File: src/rtl/nco_pkg.sv
// Shared types and constants for the NCO phase feeder and its cordic instance.
package nco_pkg;

  typedef enum logic {
    IDLE = 1'b0,
    RUN  = 1'b1
  } state_t;

  localparam int PH_BITS_DEF = 32;
  localparam int XY_BITS_DEF = 12;

  // 1/1.6468 in Q0.16; pre-scaling by it keeps the rotated vector inside full scale
  localparam int CORDIC_GAIN_INV_Q16 = 39797;
  localparam int AMP_DEF             = (2047 * CORDIC_GAIN_INV_Q16) >>> 16;

endpackage

File: src/rtl/nco_rate_div.sv
// Sample-rate down-counter: ticks at zero and reloads with the divider minus one.
module nco_rate_div #(
  parameter int DIV_BITS = 16
) (
  input  logic                clock,
  input  logic                reset,
  input  logic                clear,
  input  logic                enable,
  input  logic [DIV_BITS-1:0] load,
  output logic                tick
);

  logic [DIV_BITS-1:0] cnt_reg;

  assign tick = (cnt_reg == '0);

  always_ff @(posedge clock) begin
    if (reset || clear) begin
      cnt_reg <= '0;
    end else if (enable) begin
      cnt_reg <= tick ? load : cnt_reg - DIV_BITS'(1);
    end
  end

endmodule

File: src/rtl/nco_phase_gen.sv
// Paced phase-sample generator feeding a ROTATE-mode cordic to form a cos/sin NCO.
module nco_phase_gen
  import nco_pkg::*;
#(
  parameter int XY_BITS  = XY_BITS_DEF,
  parameter int PH_BITS  = PH_BITS_DEF,
  parameter int DIV_BITS = 16,
  parameter int CNT_BITS = 16,
  parameter int AMP      = AMP_DEF
) (
  input  logic                      clock,
  input  logic                      reset,
  input  logic                      cfg_valid,
  output logic                      cfg_ready,
  input  logic [PH_BITS-1:0]        cfg_freq,
  input  logic [PH_BITS-1:0]        cfg_phase,
  input  logic [DIV_BITS-1:0]       cfg_div,
  input  logic [CNT_BITS-1:0]       cfg_count,
  input  logic                      stop,
  output logic                      ivalid,
  output logic signed [XY_BITS-1:0] x_i,
  output logic signed [XY_BITS-1:0] y_i,
  output logic [PH_BITS-1:0]        z_i,
  output logic                      busy,
  output logic                      done
);

  state_t               state_reg, state_next;
  logic [PH_BITS-1:0]   acc_reg, acc_next;
  logic [PH_BITS-1:0]   freq_reg, freq_next;
  logic [PH_BITS-1:0]   phase_reg, phase_next;
  logic [DIV_BITS-1:0]  div_reg, div_next;
  logic [CNT_BITS-1:0]  rem_reg, rem_next;
  logic                 cont_reg, cont_next;
  logic                 ivalid_next, done_next;
  logic [XY_BITS-1:0]   x_next, y_next;
  logic [PH_BITS-1:0]   z_next;
  logic                 tick;
  logic                 in_run;

  assign in_run    = (state_reg == RUN);
  assign busy      = in_run;
  assign cfg_ready = !reset && (state_reg == IDLE);

  // Held cleared while idle, so the first tick lands on the edge after acceptance
  nco_rate_div #(
    .DIV_BITS(DIV_BITS)
  ) u_rate_div (
    .clock (clock),
    .reset (reset),
    .clear (!in_run),
    .enable(in_run),
    .load  (div_reg - DIV_BITS'(1)),
    .tick  (tick)
  );

  always_comb begin
    state_next  = state_reg;
    acc_next    = acc_reg;
    freq_next   = freq_reg;
    phase_next  = phase_reg;
    div_next    = div_reg;
    rem_next    = rem_reg;
    cont_next   = cont_reg;
    ivalid_next = 1'b0;
    done_next   = 1'b0;
    x_next      = x_i;
    y_next      = y_i;
    z_next      = z_i;
    case (state_reg)
      IDLE: begin
        if (cfg_valid) begin
          freq_next  = cfg_freq;
          phase_next = cfg_phase;
          div_next   = (cfg_div == '0) ? DIV_BITS'(1) : cfg_div;
          rem_next   = cfg_count;
          cont_next  = (cfg_count == '0);
          acc_next   = '0;
          state_next = RUN;
        end
      end
      RUN: begin
        // An abort takes priority over any sample due on the same edge
        if (stop) begin
          state_next = IDLE;
        end else if (tick) begin
          ivalid_next = 1'b1;
          z_next      = acc_reg + phase_reg;
          x_next      = XY_BITS'(AMP);
          y_next      = '0;
          acc_next    = acc_reg + freq_reg;
          if (!cont_reg) begin
            rem_next = rem_reg - CNT_BITS'(1);
            if (rem_reg == CNT_BITS'(1)) begin
              state_next = IDLE;
              done_next  = 1'b1;
            end
          end
        end
      end
      default: state_next = IDLE;
    endcase
  end

  always_ff @(posedge clock) begin
    if (reset) begin
      state_reg <= IDLE;
      acc_reg   <= '0;
      freq_reg  <= '0;
      phase_reg <= '0;
      div_reg   <= DIV_BITS'(1);
      rem_reg   <= '0;
      cont_reg  <= 1'b0;
      ivalid    <= 1'b0;
      done      <= 1'b0;
      x_i       <= '0;
      y_i       <= '0;
      z_i       <= '0;
    end else begin
      state_reg <= state_next;
      acc_reg   <= acc_next;
      freq_reg  <= freq_next;
      phase_reg <= phase_next;
      div_reg   <= div_next;
      rem_reg   <= rem_next;
      cont_reg  <= cont_next;
      ivalid    <= ivalid_next;
      done      <= done_next;
      x_i       <= x_next;
      y_i       <= y_next;
      z_i       <= z_next;
    end
  end

endmodule

File: config.mk
export PLATFORM = sky130hd
export DESIGN_NAME = nco_phase_gen
export DESIGN_NICKNAME = d
export VERILOG_FILES = /design/src/rtl/nco_pkg.sv /design/src/rtl/nco_rate_div.sv /design/src/rtl/nco_phase_gen.sv
export SDC_FILE = /design/constraint.sdc
export NUM_CORES = 1
export LEC_CHECK = 0
export ABC_AREA = 1
export BUFFER_PORTS_ARGS = -buffer_cell sky130_fd_sc_hd__buf_2
export CAP_MARGIN = 15
export CORE_MARGIN = 3
export CORE_UTILIZATION = 35
export DETAILED_ROUTE_END_ITERATION = 8
export PLACE_DENSITY = 0.59
export SLEW_MARGIN = 20
export SYNTH_ARGS = -nofsm -noshare
export SYNTH_HDL_FRONTEND = slang
export SYNTH_SLANG_ARGS = --single-unit
File: constraint.sdc
create_clock -name clock -period 2.3 [get_ports clock]
set_clock_uncertainty 0.2 [all_clocks]
set_input_delay 0.23 -clock clock [delete_from_list [all_inputs] [get_ports clock]]
set_output_delay 0.23 -clock clock [all_outputs]
set_load 0.1 [all_outputs]
; ---- Yosys cells after proc, flatten, opt, wreduce, memory -nomap -nowiden
; Index checks and enable logic that the tools add are counted.
[totals]
register_bits = 181
latch_bits = 0
ramBits = 0
rom_bits = 0
inputBits = 100
output_inout_bits = 60
memories = 0
[op_classes]
n_addsub = 5
multipliers = 0
div_mod_pow = 0
n_lt_le_gt_ge = 0
n_eq_ne = 5
shift = 0
muxes = 19
bitwise = 3
reduce_logical = 13
[op_table]
columns = cell, count
row1 = two-way mux 16 bit, 6
row2 = two-way mux 32 bit, 3
row3 = adder 32 bit, 2
row4 = one-hot mux 32 bit (2 select lines), 1
row5 = zero test 16 bit, 3
row6 = "subtractor 16 x 1 -> 16 bit, second input constant", 3
row7 = one-hot mux 16 bit (2 select lines), 1
row8 = "== test 16 x 1 -> 1 bit, second input constant", 1
row9 = two-way mux 1 bit, 7
row10 = "inequality test 2 bit, second input constant", 3
row11 = AND reduction 3 bit, 2
row12 = OR reduction 5 bit, 1
row13 = AND reduction 4 bit, 1
row14 = NOT 1 bit, 3
row15 = OR reduction 3 bit, 1
row16 = zero test 1 bit, 2
row17 = "inequality test 2 x 1 -> 1 bit, second input constant", 1
row18 = one-hot mux 1 bit (2 select lines), 1
row19 = AND reduction 2 bit, 1
row20 = logical AND 1 bit, 1
row21 = logical OR 1 bit, 1

; ---- Logic depth before layout (Yosys ltp)
; Gate-level depths: netlist of run 1.
[logic_depth]
word_depth = 6
mapped_depth = 14

; ---- By module
; Synthesis of run 1 repeated with hierarchy kept, for this count alone.
[hier_totals]
hier_cells = 2045
hier_area_um2 = 12580.8
[modules_own_cells]
columns = mod, n_inst, cells_each, area_per_inst_um2
row1 = nco_phase_gen, 1, 1813, 11088.1
row2 = nco_rate_div, 1, 232, 1492.7

; ---- Least setup slack after synthesis of run 1
; OpenSTA, ideal clock, no wires.
[synth_timing]
path_kind = register to output
startpoint = reg state_reg (netlist: busy)
endpoint = out cfg_ready
arrival_ns = 2.444
t_required_ns = 1.870
setup_slack_ns = -0.574
stages_incl_launch_ff = 4
n_path_buf = 2
path_cell_list = dfxtp_1 buf_2 clkbuf_1 nor2_1
[synth_between]
elab_chain_cells = 2
[synth_lines]
columns = item, line_no
row1 = start: declaration, nco_phase_gen.sv:28  ; state_t state_reg, state_next;
row2 = start signal: assignment, nco_phase_gen.sv:120  ; state_reg <= state_next;
row3 = NOT 1 bit (no source line), --
row4 = logical AND 1 bit, nco_phase_gen.sv:43  ; assign cfg_ready = !reset && (state_reg == IDLE);
row5 = end: declaration, nco_phase_gen.sv:14  ; output logic cfg_ready,
; Every way passes these cells.

; ---- Final worst setup path of run 1
[layout_timing]
startpoint = reg acc_reg[0]
endpoint = reg acc_reg[30]
[layout_between]
elab_chain_cells = 4
[layout_lines]
columns = item, line_no
row1 = start: declaration, nco_phase_gen.sv:29  ; logic [PH_BITS-1:0] acc_reg, acc_next;
row2 = start signal: assignment, nco_phase_gen.sv:121  ; acc_reg <= acc_next;
row3 = adder 32 bit, nco_phase_gen.sv:91  ; acc_next = acc_reg + freq_reg;
row4 = two-way mux 32 bit, nco_phase_gen.sv:86  ; end else if (tick) begin
row5 = two-way mux 32 bit, nco_phase_gen.sv:84  ; if (stop) begin
row6 = one-hot mux 32 bit (2 select lines), nco_phase_gen.sv:70  ; case (state_reg)
; Every way passes these cells. The select of a mux whose other input is x is not followed.
; A chain may end at the register's enable or synchronous reset.

==> results of run 1 <==
tightest hold or removal path, stage by stage:
cell and delay, ns:
buf_2 0.11, nor2_1 0.10, nor2_1 0.06, o21ai_1 0.07, a21oi_1 0.06
cell usage after synthesis (all sizes together):
cell / n
a211oi: 2
a21o: 8
a21oi: 154
a221oi: 1
a31oi: 5
a32o: 1
and2: 1
buf: 51
clkbuf: 30
clkinv: 3
conb: 1
dfxtp: 181
fa: 2
ha: 65
inv: 208
nand2: 421
nand3: 117
nand3b: 6
nand4: 17
nor2: 287
nor3: 21
nor3b: 1
nor4: 9
o211a: 1
o211ai: 9
o21a: 17
o21ai: 166
o21bai: 16
o32ai: 1
or2: 10
xnor2: 7
xor2: 8
routing by layer:
layer | share of wire [%] | vias up | track usage (%)
met5 | 0 | - | 0
met4 | 2.0 | 0 | 5.04
met3 | 4.6 | 34 | 3.18
met2 | 48 | 327 | 37.1
met1 | 46 | 5679 | 27.7
li1 | - | 6417 | -
final cells by class:
cell class / count / area (um2) / share of cell area [%]
sequential: 181 / 3640 / 24.6
tap: 442 / 553 / 3.73
clock buffer: 21 / 480 / 3.24
clock inverter: 10 / 95.1 / 0.642
timing repair buffer: 293 / 2140 / 14.5
inverter: 211 / 796 / 5.37
multi-input combinational: 1370 / 7110 / 48.0
report_power, final:
part | switching, mW | internal [mW]
logic | 6.29 | 2.79
registers | 0.398 | 3.68
clock network | 1.36 | 1.61
stage by stage:
step	TNS, ns	hold slack, ns	util [%]
global route	-0.210	0.0534	45.3
detailed placement	-0.196	0.250	39.6
CTS	0	0.0199	44.4
global placement	-0.0379	0.239	39.6
floorplan	0	0.174	-
finish	0	0.0308	45.3
cells by family after synthesis:
family | share of synthesized area (%)
AO/OA/AOI/OAI | 17.8
XOR/XNOR | 1.13
adder cells (fa/ha/maj) | 7.33
buffers and inverters | 10.9
flip-flops | 31.1
other | 0.0322
AND/OR/NAND/NOR | 31.7
worst min-delay path by stage:
stage	slack (ns)	endpoint
final	0.03	rem_reg[14]
after detailed placement	0.25	u_rate_div.cnt_reg[0]
after floorplan	0.17	div_reg[10]
after CTS	0.02	rem_reg[14]
after global routing	0.05	phase_reg[12]
after global placement	0.24	u_rate_div.cnt_reg[0]
timing repair:
action,4_1_cts,5_1_grt
hold endpoints to repair,94,0
cloned,0,0
setup buffers,1,2
resized for setup,4,77
hold buffers,94,0
setup endpoints to repair,9,48
pin swaps,3,4
==> results by group, run 1 <==
Critical path
  – Worst R2R Setup Slack: 0.09 ns
  – Number of cells on the critical path: 13
  – R2r startpoint: acc_reg[0]
  – Crit path DAT: between 2 and 2.5 ns
  – Critical path's largest stage delay: about 0.37 ns
  – Slowest CP cell: dfxtp_2
  – Data required, critical path: around 2.4 ns
  – Crit path top cell by count: nand2_1
  – Crit-path leading delay family: simple AND/OR/NAND/NOR gates
  – R2R cell count: 13
  – CP Launch Point: acc_reg[0]
  – CP Class: flip-flop to flip-flop
  – CP Capture Type: flip-flop
  – CP max FO: 5
  – Critical Path Sink: acc_reg[30]
  – Critical Path Source Type: flip-flop
  – Crit path buffers/inverters: 1
  – Worst reg2reg path endpoint: acc_reg[30]
  – Worst path cell trace: ha_4, inv_1, fa_2, o21ai_4, nand2_1, nand2_2, nand2_1, nand2_2, nand2_1, nand2_1, nand2_1, nand3_1, a21oi_1

Routing
  – Routed Antenna Nets: 0
  – First drt pass iteration count: 6
  – Wire per inst: 15.1 um
  – Via/cell ratio: 4.93
  – Final wirelength: approximately 38000 um
  – Vias: around 12000
  – 1st-iter DRT viols: ~800
  – DRC viols: 0

Placement
  – Buffers on Ports: about 140
  – Placed cell count: between 2000 and 2500
  – Worst Setup Slack post-DPL: -0.0598 ns
  – Detailed placement HPWL: between 20000 and 30000 um
  – GPL Wtd Cong: approximately 0.91
  – DP Area: 0.0130 mm2

Timing
  – Least-Margin Pin Slew: between 0.5 and 0.6 ns
  – Final worst slack: 0.0900 ns
  – Fmax achieved: between 0.4 and 0.5 GHz
  – Headroom to the max-slew limit: roughly 64%
  – Final Hold Vio Count: 0
  – RSZ-0062 raised after global routing: yes
  – Period minus WS final: around 2.2 ns
  – Final slew viol count: 0
  – Fin crit share: 96.1%
  – Endpoints failing setup: 0

Floorplanning
  – Core Area: 0.0327 mm2
  – Initial Util: 35.6%
  – DIE AREA: 0.0355 mm2
  – # IOs: between 150 and 200
  – DIE WIDTH: 188 um
  – # rows: 66
  – Die Y: approximately 190 um

Global routing
  – Largest net degree at the start of global routing: 63
  – Initial antenna violation count: 0
  – Vias in the first global route: between 10000 and 15000
  – Total GRT Usage: between 20% and 30%
  – First-pass GRT wire length: 61000 um
  – GRT overflow: 0

Clock tree
  – CTS tree: done
  – Clock slew at reported path FFs: approximately 0.07 ns
  – Root buffer cell: clkbuf_16
  – Cts bufs inserted: 17
  – H-tree depth: 4
  – Clock Path Buffers: 2
  – Clock sinks: approximately 180
  – Clock insertion delay at the later pin of the skew report: roughly 0.45 ns

Final layout
  – Most common cell after layout, fill and taps aside: nand2_1
  – Most frequent cells in the layout: nand2_1, nor2_1, inv_1
  – Final nets: around 2200
  – ANT cells: 0
  – Area growth, synth to finish: 27.2%
  – Finished Cell Area: around 0.015 mm2
  – Share of post-route cells with drive strength above 1: approximately 16%
  – Final Non-Filler Cells: between 2000 and 3000
  – Filler instances: ~3400

Hold path
  – Worst min path class: input port to flip-flop
  – Hold Crit Start: cfg_count[14]
  – Hold path cells: 5

Synthesis
  – Top-area cell type share of the netlist area: 31.1%
  – Synthesized cell area: around 0.012 mm2
  – Yosys warns: 0
  – Sequential-to-total area share from yosys stat: between 30% and 40%
  – Synthesized area per cell: approximately 6.4 um2
  – Post-synthesis cell type count: 45
  – Synth area leaders: dfxtp_1, nand2_1, nor2_1
  – Synth Instances: approximately 1800
  – Synth area leader: dfxtp_1
  – #FFs+latches synth: around 180

Power and ir drop
  – P_leak: around 7.1 nW
  – Pwr dens: about 1100 mW/mm2
  – Peak supply drop: around 0.0017 V
  – Power Total: 16.1 mW

Status
  – Status: completed

Run
  – Max_cap viols: 0
No activity file was read; power rests on OpenSTA's default activity.
==> inputs of run 2 (changes only) <==
--- a/config.mk
+++ b/config.mk
@@ -8,10 +8,12 @@
 export ABC_AREA = 1
 export BUFFER_PORTS_ARGS = -buffer_cell sky130_fd_sc_hd__buf_2
 export CAP_MARGIN = 15
+export CORE_ASPECT_RATIO = 2
 export CORE_MARGIN = 3
 export CORE_UTILIZATION = 35
 export DETAILED_ROUTE_END_ITERATION = 8
 export PLACE_DENSITY = 0.59
+export REMOVE_ABC_BUFFERS = 1
 export SLEW_MARGIN = 20
 export SYNTH_ARGS = -nofsm -noshare
 export SYNTH_HDL_FRONTEND = slang
==> results by group, run 2 (synthesis gave the netlist of run 1 again) <==
Power and ir drop
  – Share of power burned in registers: between 20% and 30%
  – Switching share of power: 50.6%
  – Comb power frac: between 50% and 60%
  – Pwr dens: about 1100 mW/mm2
  – P_leak: ~7.1 nW
  – Net switching power: about 8.2 mW
  – Peak supply drop: around 0.0014 V
  – Clock group share of total power: 18.4%
  – Int Power: around 8.0 mW
  – Power Total: 16.3 mW

Final layout
  – Most frequent cells in the layout: nand2_1, nor2_1, inv_1
  – ANT cells: 0
  – Share of post-route cells with drive strength above 1: approximately 17%
  – Final nets: 2258
  – Multi-input gate area: 0.00713 mm2
  – Register Area: ~0.0036 mm2
  – Area growth, synth to finish: 28.6%
  – Filler instances: 3400
  – Fin util: a little under half
  – Most common cell after layout, fill and taps aside: nand2_1

Critical path
  – CP Launch Point: acc_reg[3]
  – Critical Path Source Type: flip-flop
  – Worst reg2reg path endpoint: acc_reg[10]
  – CP Capture Type: flip-flop
  – CP max FO: 4
  – Data required, critical path: about 2.4 ns
  – Crit path DAT: approximately 2.4 ns
  – R2r startpoint: acc_reg[3]
  – Critical Path Sink: acc_reg[10]
  – CP Class: flip-flop to flip-flop
  – Worst R2R Setup Slack: roughly 0.075 ns
  – R2R cell count: 8

Timing
  – Headroom to the max-slew limit: 58.2%
  – Least-Margin Pin Slew: approximately 0.63 ns
  – Final Hold Vio Count: 0
  – RSZ-0062 raised after global routing: yes
  – Worst hold slack: just under 0.07 ns
  – Period minus WS final: roughly 2.2 ns
  – Final slew viol count: 0
  – Fin crit share: 96.7%
  – Endpoints failing setup: 0
  – Final worst slack: 0.0752 ns
  – Fmax achieved: about 0.45 GHz
  – Setup TNS: 0 ns

Routing
  – First drt pass iteration count: 6
  – Met3 WL: roughly 1100 um
  – Final wirelength: around 41000 um
  – Via/cell ratio: between 4 and 5
  – M1 WL: 14400 um
  – DRC viols: 0
  – 1st-iter DRT viols: roughly 600
  – Wire per inst: between 15 and 20 um
  – DR WL met2: between 20000 and 25000 um
  – Routed Antenna Nets: 0
  – Vias: between 10000 and 15000
  – Top routing layer in use: met4

Placement
  – Buffers on Ports: about 140
  – Worst Setup Slack post-DPL: -0.0379 ns
  – GPL Wtd Cong: ~0.94
  – Detailed placement HPWL: roughly 31000 um

Global routing
  – Vias in the first global route: approximately 12000
  – GRT overflow: 0
  – First-pass GRT wire length: a little over 60000 um
  – Largest net degree at the start of global routing: between 90 and 100
  – Total GRT Usage: 22.3%
  – Initial antenna violation count: 0

Floorplanning
  – DIE WIDTH: 135 um
  – # rows: 93
  – DIE AREA: roughly 0.036 mm2
  – Initial Util: ~36%
  – Core Area: about 0.032 mm2
  – Die Y: between 200 and 300 um
  – # IOs: 160

Clock tree
  – Clock slew at reported path FFs: around 0.070 ns
  – Cts bufs inserted: 17
  – CTS tree: done
  – Clock insertion delay at the later pin of the skew report: around 0.46 ns
  – Root buffer cell: clkbuf_16
  – Clock sinks: 181
  – H-tree depth: 4
  – Clock Path Buffers: 2

Run
  – Max_cap viols: 0

Status
  – Status: completed

Hold path
  – Worst min path class: input port to flip-flop
==> run 2: worst max-delay path, cell delays in order, from the launching register on <==
cell     delay (ns)
dfxtp_1        0.43
ha_2           0.34
a21oi_2        0.22
o21ai_0        0.15
nand2_1        0.11
nand3_1        0.20
or2_2          0.34
nand3_1        0.07
a21oi_1        0.06
==> run 2: power groups by stage <==
| stage | Combinational (mW) | Clock [mW] | Sequential [mW] |
|---|---|---|---|
| after floorplan | 4.69 | 0 | 5.63 |
| after global placement | 8.81 | 0 | 4.12 |
| after detailed placement | 8.89 | 0 | 4.13 |
| after CTS | 9.05 | 3.07 | 4.06 |
| after global routing | 10.1 | 3.17 | 4.13 |
| final | 9.21 | 3.00 | 4.07 |
==> run 2: through the flow <==
step | instance area [um2] | instances
finish | 15000 | 2531
global route | 15000 | 2531
CTS | 14600 | 2526
detailed placement | 13000 | 2394
global placement | 13000 | 2394
floorplan | 11200 | 1762
==> run 2: routing by layer <==
layer / GRT usage [%] / up-vias
met3: 2.95 / 78
met4: 10.7 / 0
met5: 0 / -
met2: 44.8 / 302
li1: - / 6444
met1: 21.6 / 5727
==> run 2: worst min-delay path by stage <==
stage	endpoint	cells past startpoint	start
after floorplan	acc_reg[10]	1	reset
final	rem_reg[13]	5	cfg_count[13]
after detailed placement	u_rate_div.cnt_reg[0]	1	u_rate_div.cnt_reg[0]
after global routing	rem_reg[13]	5	cfg_count[13]
after global placement	u_rate_div.cnt_reg[0]	1	u_rate_div.cnt_reg[0]
after CTS	rem_reg[13]	5	cfg_count[13]
==> run 2: timing repair <==
item                       in CTS  in global routing
buffers inserted                0                  5
hold buffers                  100                  0
setup endpoints to repair       8                 49
hold endpoints to repair       98                  0
gates cloned                    0                  1
pin swaps                       1                  7
gates resized for setup         5                 97
==> run 2: final cells by class <==
cell class,count,share of cell area [%]
clock buffers,22,3.03
inverters,211,5.35
multi-input cells,1370,47.6
well taps,427,3.57
repair buffers,310,15.4
clock inverters,10,0.819
flip-flops and latches,181,24.3
